### config.mk
export PLATFORM = sky130hd
export DESIGN_NAME = seq_generator
export DESIGN_NICKNAME = d
export VERILOG_FILES = /design/src/rtl/seq_generator.sv
export SDC_FILE = /design/constraint.sdc
export NUM_CORES = 1
export LEC_CHECK = 0
export ABC_AREA = 1
export CORE_MARGIN = 5
export CORE_UTILIZATION = 40
export DETAILED_ROUTE_END_ITERATION = 7
export SLEW_MARGIN = 15
export SYNTH_ARGS = -nofsm -noshare
export SYNTH_HDL_FRONTEND = slang
export SYNTH_SLANG_ARGS = --single-unit
### constraint.sdc
create_clock -name clk -period 4.3 [get_ports clk]
set_input_delay 0.43 -clock clk [delete_from_list [all_inputs] [get_ports clk]]
set_output_delay 0.43 -clock clk [all_outputs]
set_load 0.02 [all_outputs]
### src/rtl/seq_generator.sv
// ============================================================================
// Module   : seq_generator
// Brief    : Serial pattern generator. It sends the pattern MSB first for a
//            programmable number of repetitions, with idle gaps between them.
// Revision : 1.0 - initial release
// ============================================================================
`default_nettype none

module seq_generator #(
    parameter int               PAT_W    = 4,
    parameter logic [PAT_W-1:0] PAT_DEF  = 4'b0110,
    parameter int               CNT_W    = 4,
    parameter logic             IDLE_BIT = 1'b1
) (
    input  logic             clk,
    input  logic             rst,
    input  logic             start,
    input  logic             pat_sel,
    input  logic [PAT_W-1:0] pattern,
    input  logic [CNT_W-1:0] repeat_cnt,
    input  logic [CNT_W-1:0] gap,
    input  logic             tx_en,
    input  logic             abort,
    output logic             x_out,
    output logic             x_valid,
    output logic             busy,
    output logic             done
);

    localparam int                 c_idx_w = (PAT_W > 1) ? $clog2(PAT_W) : 1;
    localparam logic [c_idx_w-1:0] c_last  = c_idx_w'(PAT_W - 1);

    typedef enum logic [1:0] {
        S_IDLE = 2'd0,
        S_SEND = 2'd1,
        S_GAP  = 2'd2,
        S_DONE = 2'd3
    } state_t;

    state_t             r_state,   w_state_nxt;
    logic [PAT_W-1:0]   r_pat,     w_pat_nxt;
    logic [CNT_W-1:0]   r_rem,     w_rem_nxt;
    logic [CNT_W-1:0]   r_gap,     w_gap_nxt;
    logic [CNT_W-1:0]   r_gcnt,    w_gcnt_nxt;
    logic [c_idx_w-1:0] r_idx,     w_idx_nxt;
    logic               r_x_out,   w_x_out_nxt;
    logic               r_x_valid, w_x_valid_nxt;
    logic               r_done,    w_done_nxt;
    logic               w_bit;

    assign w_bit = r_pat[c_last - r_idx];

    always_comb begin
        w_state_nxt   = r_state;
        w_pat_nxt     = r_pat;
        w_rem_nxt     = r_rem;
        w_gap_nxt     = r_gap;
        w_gcnt_nxt    = r_gcnt;
        w_idx_nxt     = r_idx;
        w_x_out_nxt   = r_x_out;
        w_x_valid_nxt = r_x_valid;
        w_done_nxt    = 1'b0;

        case (r_state)
            S_IDLE: begin
                w_x_out_nxt   = IDLE_BIT;
                w_x_valid_nxt = 1'b0;
                // The done cycle still counts as busy, so a start there is dropped.
                if (start && !abort && !r_done) begin
                    w_pat_nxt   = pat_sel ? pattern : PAT_DEF;
                    w_rem_nxt   = repeat_cnt;
                    w_gap_nxt   = gap;
                    w_idx_nxt   = '0;
                    w_gcnt_nxt  = '0;
                    w_state_nxt = (repeat_cnt != '0) ? S_SEND : S_DONE;
                end
            end

            S_SEND: begin
                if (tx_en) begin
                    w_x_out_nxt   = w_bit;
                    w_x_valid_nxt = 1'b1;
                    if (r_idx == c_last) begin
                        w_idx_nxt = '0;
                        w_rem_nxt = r_rem - CNT_W'(1);
                        if (r_rem == CNT_W'(1)) begin
                            w_state_nxt = S_DONE;
                        end else if (r_gap != '0) begin
                            w_gcnt_nxt  = '0;
                            w_state_nxt = S_GAP;
                        end
                    end else begin
                        w_idx_nxt = r_idx + c_idx_w'(1);
                    end
                end
            end

            S_GAP: begin
                if (tx_en) begin
                    w_x_out_nxt   = IDLE_BIT;
                    w_x_valid_nxt = 1'b0;
                    if (r_gcnt == r_gap - CNT_W'(1)) begin
                        w_gcnt_nxt  = '0;
                        w_state_nxt = S_SEND;
                    end else begin
                        w_gcnt_nxt = r_gcnt + CNT_W'(1);
                    end
                end
            end

            S_DONE: begin
                w_x_out_nxt   = IDLE_BIT;
                w_x_valid_nxt = 1'b0;
                w_done_nxt    = 1'b1;
                w_state_nxt   = S_IDLE;
            end

            default: begin
                w_state_nxt = S_IDLE;
            end
        endcase

        // Abort overrides tx_en gating and suppresses the completion pulse.
        if (abort && (r_state != S_IDLE)) begin
            w_state_nxt   = S_IDLE;
            w_x_out_nxt   = IDLE_BIT;
            w_x_valid_nxt = 1'b0;
            w_done_nxt    = 1'b0;
        end
    end

    always_ff @(posedge clk or posedge rst) begin
        if (rst) begin
            r_state   <= S_IDLE;
            r_pat     <= '0;
            r_rem     <= '0;
            r_gap     <= '0;
            r_gcnt    <= '0;
            r_idx     <= '0;
            r_x_out   <= IDLE_BIT;
            r_x_valid <= 1'b0;
            r_done    <= 1'b0;
        end else begin
            r_state   <= w_state_nxt;
            r_pat     <= w_pat_nxt;
            r_rem     <= w_rem_nxt;
            r_gap     <= w_gap_nxt;
            r_gcnt    <= w_gcnt_nxt;
            r_idx     <= w_idx_nxt;
            r_x_out   <= w_x_out_nxt;
            r_x_valid <= w_x_valid_nxt;
            r_done    <= w_done_nxt;
        end
    end

    assign x_out   = r_x_out;
    assign x_valid = r_x_valid;
    assign done    = r_done;
    assign busy    = (r_state != S_IDLE) || r_done;

endmodule

`default_nettype wire

==> run summary, run 1 <==
STA
-------------------------------------------------------------------------------------
Number of slew-limit violations in the final report                                 0
Post-route clock skew                                                     0.002192 ns
Worst slew margin relative to its limit                                        0.4155
Final Setup Violations                                                              0
Total Neg Setup Slack                                                            0 ns
Min Tclk post-route                                                          2.051 ns
Hold WS                                                                     0.4796 ns
Period utilization                                                             0.4771
Slew @ Worst Pin                                                            0.8757 ns
Number of failing hold endpoints at the final stage                                 0
Crit path setup slack, layout                                                2.249 ns
Maximum achievable frequency                                                487.5 MHz
RSZ-0062 raised after global routing                                               no

SYNTHESIS
-------------------------------------------------------------------------------------
Mapped Cells                                                                      196
Top flip-flop cell by instance count after synthesis                     sky130_fd_sc_hd__dfrtp_1
Post-synthesis sequential area ratio                                           0.3960
Async SR Flop Fraction                                                          1.000
Most repeated cell in the gate-level netlist after synthesis             sky130_fd_sc_hd__nand2_1
Number of synthesized flops with an enable pin                                      0
Number of synthesis warnings                                                        0
Biggest area consumer among synthesized cells                            sky130_fd_sc_hd__dfrtp_1
Synthesized net count                                                             219
Average cell area after synthesis                                          7.431 um^2
Flop and latch count out of synthesis                                              23
Combined area of all synthesized cells                                   0.001456 mm^2
Top cell type's share of synthesized area                                      0.3780
Dominant cells by area after synthesis                                   sky130_fd_sc_hd__dfrtp_1, sky130_fd_sc_hd__nand2_1, sky130_fd_sc_hd__inv_1
Post-synth cell types                                                              29
Commonest cells in the netlist                                           sky130_fd_sc_hd__nand2_1, sky130_fd_sc_hd__inv_1, sky130_fd_sc_hd__dfrtp_1, sky130_fd_sc_hd__nand3_1

POWER AND IR DROP
-------------------------------------------------------------------------------------
Internal power component                                                     596.8 uW
Part of the power in registers                                                  0.341
Cell leakage power                                                          0.8532 nW
Total design power                                                           1.089 mW
Clk network pwr share                                                           0.124
Worst VDD drop                                                            0.0002278 V
Switching power share of the total                                             0.4520
Share of total power in combinational logic                                     0.535
Power per standard cell area                                             619.9 mW/mm^2
Switching Power                                                              492.2 uW

CTS
-------------------------------------------------------------------------------------
CTS tree                                                                        built
Root Buffer                                                              sky130_fd_sc_hd__clkbuf_8
Number of gates given a new drive strength after cts                                0
Clock-pin slew of the registers on the worst-case setup and hold paths        0.08 ns
Post-CTS Setup Repair Bufs                                                          0
Maximum clock insertion buffer count                                                2
CTS Hold Buffers Added                                                              0
Num CTS Buffers                                                                     3
Worst-skew pair later-pin latency                                             0.26 ns
CTS sink cnt                                                                       23
CTS H-Tree Depth                                                                    1

GLOBAL ROUTE
-------------------------------------------------------------------------------------
Number of global-route vias before repair                                       1,207
Antenna violations before repair                                                    0
Overflow after GRT                                                                  0
Global-route wire length before repair                                        5250 um
Overall Global Routing Usage                                                   0.1298
Pin count of the biggest net entering global routing                               24

FLOORPLANNING
-------------------------------------------------------------------------------------
Effective utilization at floorplan                                             0.4039
IO Pins                                                                            22
Core Area                                                                0.003606 mm^2
Die extent in x                                                              70.34 um
Total die area                                                           0.004948 mm^2
Count of standard-cell rows                                                        22
Vertical extent of the die                                                   70.34 um

FLOW RUN
-------------------------------------------------------------------------------------
# Max-Cap Violations                                                                0

FINISH
-------------------------------------------------------------------------------------
Number of fill cells                                                              360
Total area of sequential cells                                             576.8 um^2
Layout Area Growth over Synthesis                                              20.62%
Nets                                                                              243
Fraction of final layout cells with drive strength greater than 1              0.1279
Final antenna diode count                                                           0
Multi-input gate area in the final layout                                  747.0 um^2

RUN STATUS
-------------------------------------------------------------------------------------
Run status                                                               finished, final reports clean

PLACEMENT
-------------------------------------------------------------------------------------
Worst slack at placement                                                     2.261 ns
Last weighted congestion value of the routability-driven placer                0.8326
DPL Wire Length                                                               2253 um
Port-buffer cells                                                                  21

ROUTING
-------------------------------------------------------------------------------------
Length of the first detailed-routing pass in iterations                             4
# DRC                                                                               0
Number of DRC markers in iteration 0                                               64
Total wirelength of the detailed-routed design                                2860 um
Antenna viol nets, final                                                            0
Vias/cell                                                                       4.610
Via count                                                                       1,231
Post-detailed-route wirelength per cell                                      10.71 um

CRITICAL PATH
-------------------------------------------------------------------------------------
Slowest stage cell on the critical path                                  sky130_fd_sc_hd__clkdlybuf4s50_1
Worst R2R Path Depth                                                               14
Start-to-end type of the worst setup path                                  reg -> out
Startpoint type of the worst setup path                                      register
Worst-path cell chain                                                    nor2_2 > nand2_1 > clkdlybuf4s50_1
CP Data Required Time                                                         3.87 ns
Crit end category                                                          output pin
Maximum fanout count along the critical path                                        6
Arrival @ worst endpoint                                                      1.62 ns
Largest incremental delay on the critical path                                0.54 ns

MIN PATH
-------------------------------------------------------------------------------------
Class of the worst hold path                                               reg -> reg
Number of stages on the worst hold path                                             2

-- per-layer routing --
layer	up-vias	routed length, um	global-route usage
met1	540	1424	0.1723
met4	0	49	0.04468
met5	-	0	0
li1	661	-	-
met2	25	1228	0.2110
met3	5	158	0.02302
-- final cells by class --
cell class | count | share of cell area
clock buffers | 3 | 0.02350
flip-flops and latches | 23 | 0.3283
multi-input cells | 140 | 0.4252
repair buffers | 21 | 0.1197
inverters | 31 | 0.06624
clock inverters | 1 | 0.002849
well taps | 48 | 0.03419
-- worst paths after layout --
check	start	end	slack, ns
worst max register to register	r_gap[0]$_DFFE_PP0P_	r_state[1]$_DFFE_PP0P_	2.57
worst max-delay path	r_state[1]$_DFFE_PP0P_	busy	2.25
worst min register to register	r_pat[1]$_DFFE_PP0P_	r_pat[1]$_DFFE_PP0P_	0.48
max in group asynchronous	rst	r_gcnt[2]$_DFFE_PP0P_	3.12
worst min-delay path	r_pat[1]$_DFFE_PP0P_	r_pat[1]$_DFFE_PP0P_	0.48
min in group asynchronous	rst	r_gap[1]$_DFFE_PP0P_	0.64
-- critical path, delay by kind of cell (launching register included) --
kind / cells / cell delay [ns]
buf+inv: 1 / 0.54
flops: 1 / 0.50
simple gates: 2 / 0.32
-- placed cells by master, fill, tap and decap left out --
master / instances
sky130_fd_sc_hd__a21oi_1: 5
sky130_fd_sc_hd__a21oi_2: 1
sky130_fd_sc_hd__clkbuf_8: 3
sky130_fd_sc_hd__clkdlybuf4s50_1: 21
sky130_fd_sc_hd__clkinv_2: 1
sky130_fd_sc_hd__dfrtp_1: 22
sky130_fd_sc_hd__dfstp_2: 1
sky130_fd_sc_hd__ha_1: 5
sky130_fd_sc_hd__inv_1: 26
sky130_fd_sc_hd__inv_2: 5
sky130_fd_sc_hd__nand2_1: 59
sky130_fd_sc_hd__nand2_2: 2
sky130_fd_sc_hd__nand2_4: 1
sky130_fd_sc_hd__nand3_1: 14
sky130_fd_sc_hd__nand3_4: 1
sky130_fd_sc_hd__nand4_4: 1
sky130_fd_sc_hd__nor2_1: 13
sky130_fd_sc_hd__nor2_2: 5
sky130_fd_sc_hd__nor2_4: 3
sky130_fd_sc_hd__nor3_2: 1
sky130_fd_sc_hd__nor3b_2: 1
sky130_fd_sc_hd__o211ai_1: 1
sky130_fd_sc_hd__o21ai_0: 13
sky130_fd_sc_hd__o21ai_1: 8
sky130_fd_sc_hd__o22ai_1: 1
sky130_fd_sc_hd__o41ai_1: 1
sky130_fd_sc_hd__or2_2: 1
sky130_fd_sc_hd__or2_4: 1
sky130_fd_sc_hd__xnor2_1: 1
sky130_fd_sc_hd__xor2_1: 1
-- logic make-up (layout without fill, tap and decap cells) --
family / count (synthesis) / after routing / share of synthesized area
AO/OA/AOI/OAI: 30 / 30 / 0.1108
AND/OR/NAND/NOR: 103 / 103 / 0.3471
XOR/XNOR: 2 / 2 / 0.01203
flip-flops: 23 / 23 / 0.3961
buffers and inverters: 33 / 56 / 0.09106
adder cells (fa/ha/maj): 5 / 5 / 0.04296
-- sequential cells by signal, summed over array words and instances, names as in the netlist --
| name | cells |
|---|---|
| r_state | 2 |
| r_rem | 4 |
| x_out | 1 |
| r_idx | 2 |
| r_gcnt | 4 |
| x_valid | 1 |
| r_pat | 4 |
| done | 1 |
| r_gap | 4 |
-- power groups by stage --
stage	registers (mW)	clock network, mW	logic [mW]
6_report	0.371	0.135	0.583
5_1_grt	0.383	0.148	0.682
4_1_cts	0.371	0.142	0.592
3_5_place_dp	0.376	0	0.588
3_3_place_gp	0.376	0	0.584
2_1_floorplan	0.369	0	0.464
-- per-stage QoR --
| stage | instances | util | instance area [um^2] |
|---|---|---|---|
| floorplan | 196 | - | 1456 |
| global placement | 263 | 0.4743 | 1710 |
| detailed placement | 263 | 0.4743 | 1710 |
| CTS | 267 | 0.4872 | 1757 |
| global route | 267 | 0.4872 | 1757 |
| finish | 267 | 0.4872 | 1757 |
No activity file was read; power rests on OpenSTA's default activity.
==> run 2: changes to the inputs <==
==> constraint.sdc (replaced) <==
create_clock -name clk -period 1.78 [get_ports clk]
set_input_delay 0.178 -clock clk [delete_from_list [all_inputs] [get_ports clk]]
set_output_delay 0.178 -clock clk [all_outputs]
set_load 0.02 [all_outputs]
==> run 2 against run 1 <==
Sequential share of layout area decreased by 1.3 points. Power increased to 2.5 times the previous value. Sequential power increased by 140%. Count of clock-buffer cells in the layout unchanged. Clock skew increased by 0.00079 ns. Critical endpoint is now x_out. Largest power group unchanged.
==> run summary, run 2 (synthesis gave the netlist of run 1 again) <==
ROUTING
-------------------------------------------------------------------------------------
Post-detailed-route wirelength per cell                                      10.77 um
Antenna viol nets, final                                                            0
Number of DRC markers in iteration 0                                               57
Vias/cell                                                                       4.618
Total wirelength of the detailed-routed design                                2961 um
Via count                                                                       1,270
Length of the first detailed-routing pass in iterations                             4
# DRC                                                                               0

CRITICAL PATH
-------------------------------------------------------------------------------------
Number of cells on the critical path                                                1
Reg2Reg Setup Slack                                                           0.19 ns
Maximum fanout count along the critical path                                        2
Endpoint of the worst setup timing path                                         x_out
Crit end category                                                          output pin
Worst R2R Path Depth                                                               14
Largest incremental delay on the critical path                                0.60 ns
Slowest stage cell on the critical path                                  sky130_fd_sc_hd__clkdlybuf4s50_1
CP Data Required Time                                                         1.60 ns
CP startpoint                                                            x_out$_DFFE_PP1P_
Startpoint type of the worst setup path                                      register
End of the worst register-to-register path                               r_state[0]$_DFFE_PP0P_
R2R Path Start                                                           r_gap[0]$_DFFE_PP0P_
Worst-path cell chain                                                    clkdlybuf4s50_1
Arrival @ worst endpoint                                                      1.43 ns
Cell type group with the largest total delay on the critical path        buffers and inverters
Worst Path Buf+Inv                                                                  1
Start-to-end type of the worst setup path                                  reg -> out

CTS
-------------------------------------------------------------------------------------
CTS tree                                                                        built
Root Buffer                                                              sky130_fd_sc_hd__clkbuf_8
CTS H-Tree Depth                                                                    1
Num CTS Buffers                                                                     3
Maximum clock insertion buffer count                                                2
CTS sink cnt                                                                       23
Clock-pin slew of the registers on the worst-case setup and hold paths        0.09 ns
Worst-skew pair later-pin latency                                             0.27 ns

POWER AND IR DROP
-------------------------------------------------------------------------------------
Power per standard cell area                                             1495 mW/mm^2
Worst VDD drop                                                            0.0005329 V
Total design power                                                           2.730 mW
Cell leakage power                                                          0.8986 nW

PLACEMENT
-------------------------------------------------------------------------------------
Port-buffer cells                                                                  21
DPL Wire Length                                                               2343 um
Post-placement cell count                                                         270
Last weighted congestion value of the routability-driven placer                0.8383

FLOORPLANNING
-------------------------------------------------------------------------------------
Die extent in x                                                              70.34 um
IO Pins                                                                            22
Total die area                                                           0.004948 mm^2
Count of standard-cell rows                                                        22
Effective utilization at floorplan                                             0.4039
Core Area                                                                0.003606 mm^2
Vertical extent of the die                                                   70.34 um

STA
-------------------------------------------------------------------------------------
RSZ-0062 raised after global routing                                               no
Number of failing hold endpoints at the final stage                                 0
Maximum achievable frequency                                                622.8 MHz
Final Setup Violations                                                              0
Min Tclk post-route                                                          1.606 ns
Worst slew margin relative to its limit                                        0.7386
Post-route clock skew                                                     0.002986 ns
Number of slew-limit violations in the final report                                 0
Total Neg Setup Slack                                                            0 ns
Slew @ Worst Pin                                                            0.3871 ns
Period utilization                                                             0.9020

MIN PATH
-------------------------------------------------------------------------------------
Class of the worst hold path                                              in -> async

FINISH
-------------------------------------------------------------------------------------
Final antenna diode count                                                           0
Final standard cell utilization of the core                                    0.5066
Fraction of final layout cells with drive strength greater than 1              0.1718
Nets                                                                              251
Total area of sequential cells                                             576.8 um^2
Layout Area Growth over Synthesis                                              25.43%
Leading cell types in the layout, fill and taps excluded                 sky130_fd_sc_hd__nand2_1, sky130_fd_sc_hd__inv_1, sky130_fd_sc_hd__dfrtp_1
Most common cell after layout, fill and taps aside                       sky130_fd_sc_hd__nand2_1
Number of fill cells                                                              384
Count of non-filler cells in the finished layout                                  275
Multi-input gate area in the final layout                                  752.0 um^2

FLOW RUN
-------------------------------------------------------------------------------------
# Max-Cap Violations                                                                0

RUN STATUS
-------------------------------------------------------------------------------------
Run status                                                               finished, final reports clean

GLOBAL ROUTE
-------------------------------------------------------------------------------------
Overflow after GRT                                                                  0
Pin count of the biggest net entering global routing                               24
Antenna violations before repair                                                    0
Global-route wire length before repair                                        5202 um
Overall Global Routing Usage                                                   0.1299
Number of global-route vias before repair                                       1,213

-- run 2: cell types whose count changed in the layout (fill, tap and decap cells not counted) --
cell                              delta
sky130_fd_sc_hd__buf_4               +8
sky130_fd_sc_hd__nand2_1             -2
sky130_fd_sc_hd__nand2_2             +2
sky130_fd_sc_hd__clkdlybuf4s50_1     -1
sky130_fd_sc_hd__clkinv_2            -1
sky130_fd_sc_hd__clkinvlp_4          +1
sky130_fd_sc_hd__dlymetal6s2s_1      +1
sky130_fd_sc_hd__inv_1               -1
sky130_fd_sc_hd__inv_2               +1
-- run 2: timing repair --
item,CTS,global route
buffers inserted,0,1
hold buffers,0,0
endpoints found under the setup margin,0,3
gates resized for setup,0,4
-- run 2: cell type report --
| class | count | area share |
|---|---|---|
| clock buffers | 3 | 0.02260 |
| clock inverters | 1 | 0.004110 |
| inverters | 31 | 0.06370 |
| multi-input cells | 140 | 0.4116 |
| flip-flops and latches | 23 | 0.3158 |
| well taps | 48 | 0.03288 |
| repair buffers | 29 | 0.1493 |
-- run 2: metal layers --
metal / part of all wire / GRT usage / up-vias
li1: - / - / 679
met1: 0.51 / 0.1710 / 561
met2: 0.43 / 0.2017 / 24
met3: 0.041 / 0.02590 / 6
met4: 0.022 / 0.06383 / 0
met5: 0 / 0 / -
-- run 2: how the worst min path moves through the flow --
stage / startpoint / to / slack (ns) / cells past startpoint
2_1_floorplan: rst / done$_DFF_PP0_ / 0.18 / 1
3_3_place_gp: r_pat[1]$_DFFE_PP0P_ / r_pat[1]$_DFFE_PP0P_ / 0.45 / 2
3_5_place_dp: r_pat[1]$_DFFE_PP0P_ / r_pat[1]$_DFFE_PP0P_ / 0.46 / 2
4_1_cts: rst / r_pat[3]$_DFFE_PP0P_ / 0.25 / 3
5_1_grt: rst / r_pat[1]$_DFFE_PP0P_ / 0.27 / 3
6_report: rst / r_gap[3]$_DFFE_PP0P_ / 0.24 / 3
-- run 2: power breakdown --
group / internal [mW] / switching, mW / total [mW]
Combinational: 0.627 / 0.891 / 1.52
Clock: 0.158 / 0.178 / 0.337
Sequential: 0.729 / 0.147 / 0.876
-- run 2: metrics by stage --
step	setup slack (ns)	instance area, um^2	hold slack [ns]
CTS	0.06873	1812	0.2470
floorplan	0.2586	1456	0.1792
global route	0.01619	1827	0.2733
finish	0.1744	1827	0.2375
detailed placement	0.09022	1763	0.4612
global placement	0.1064	1763	0.4541
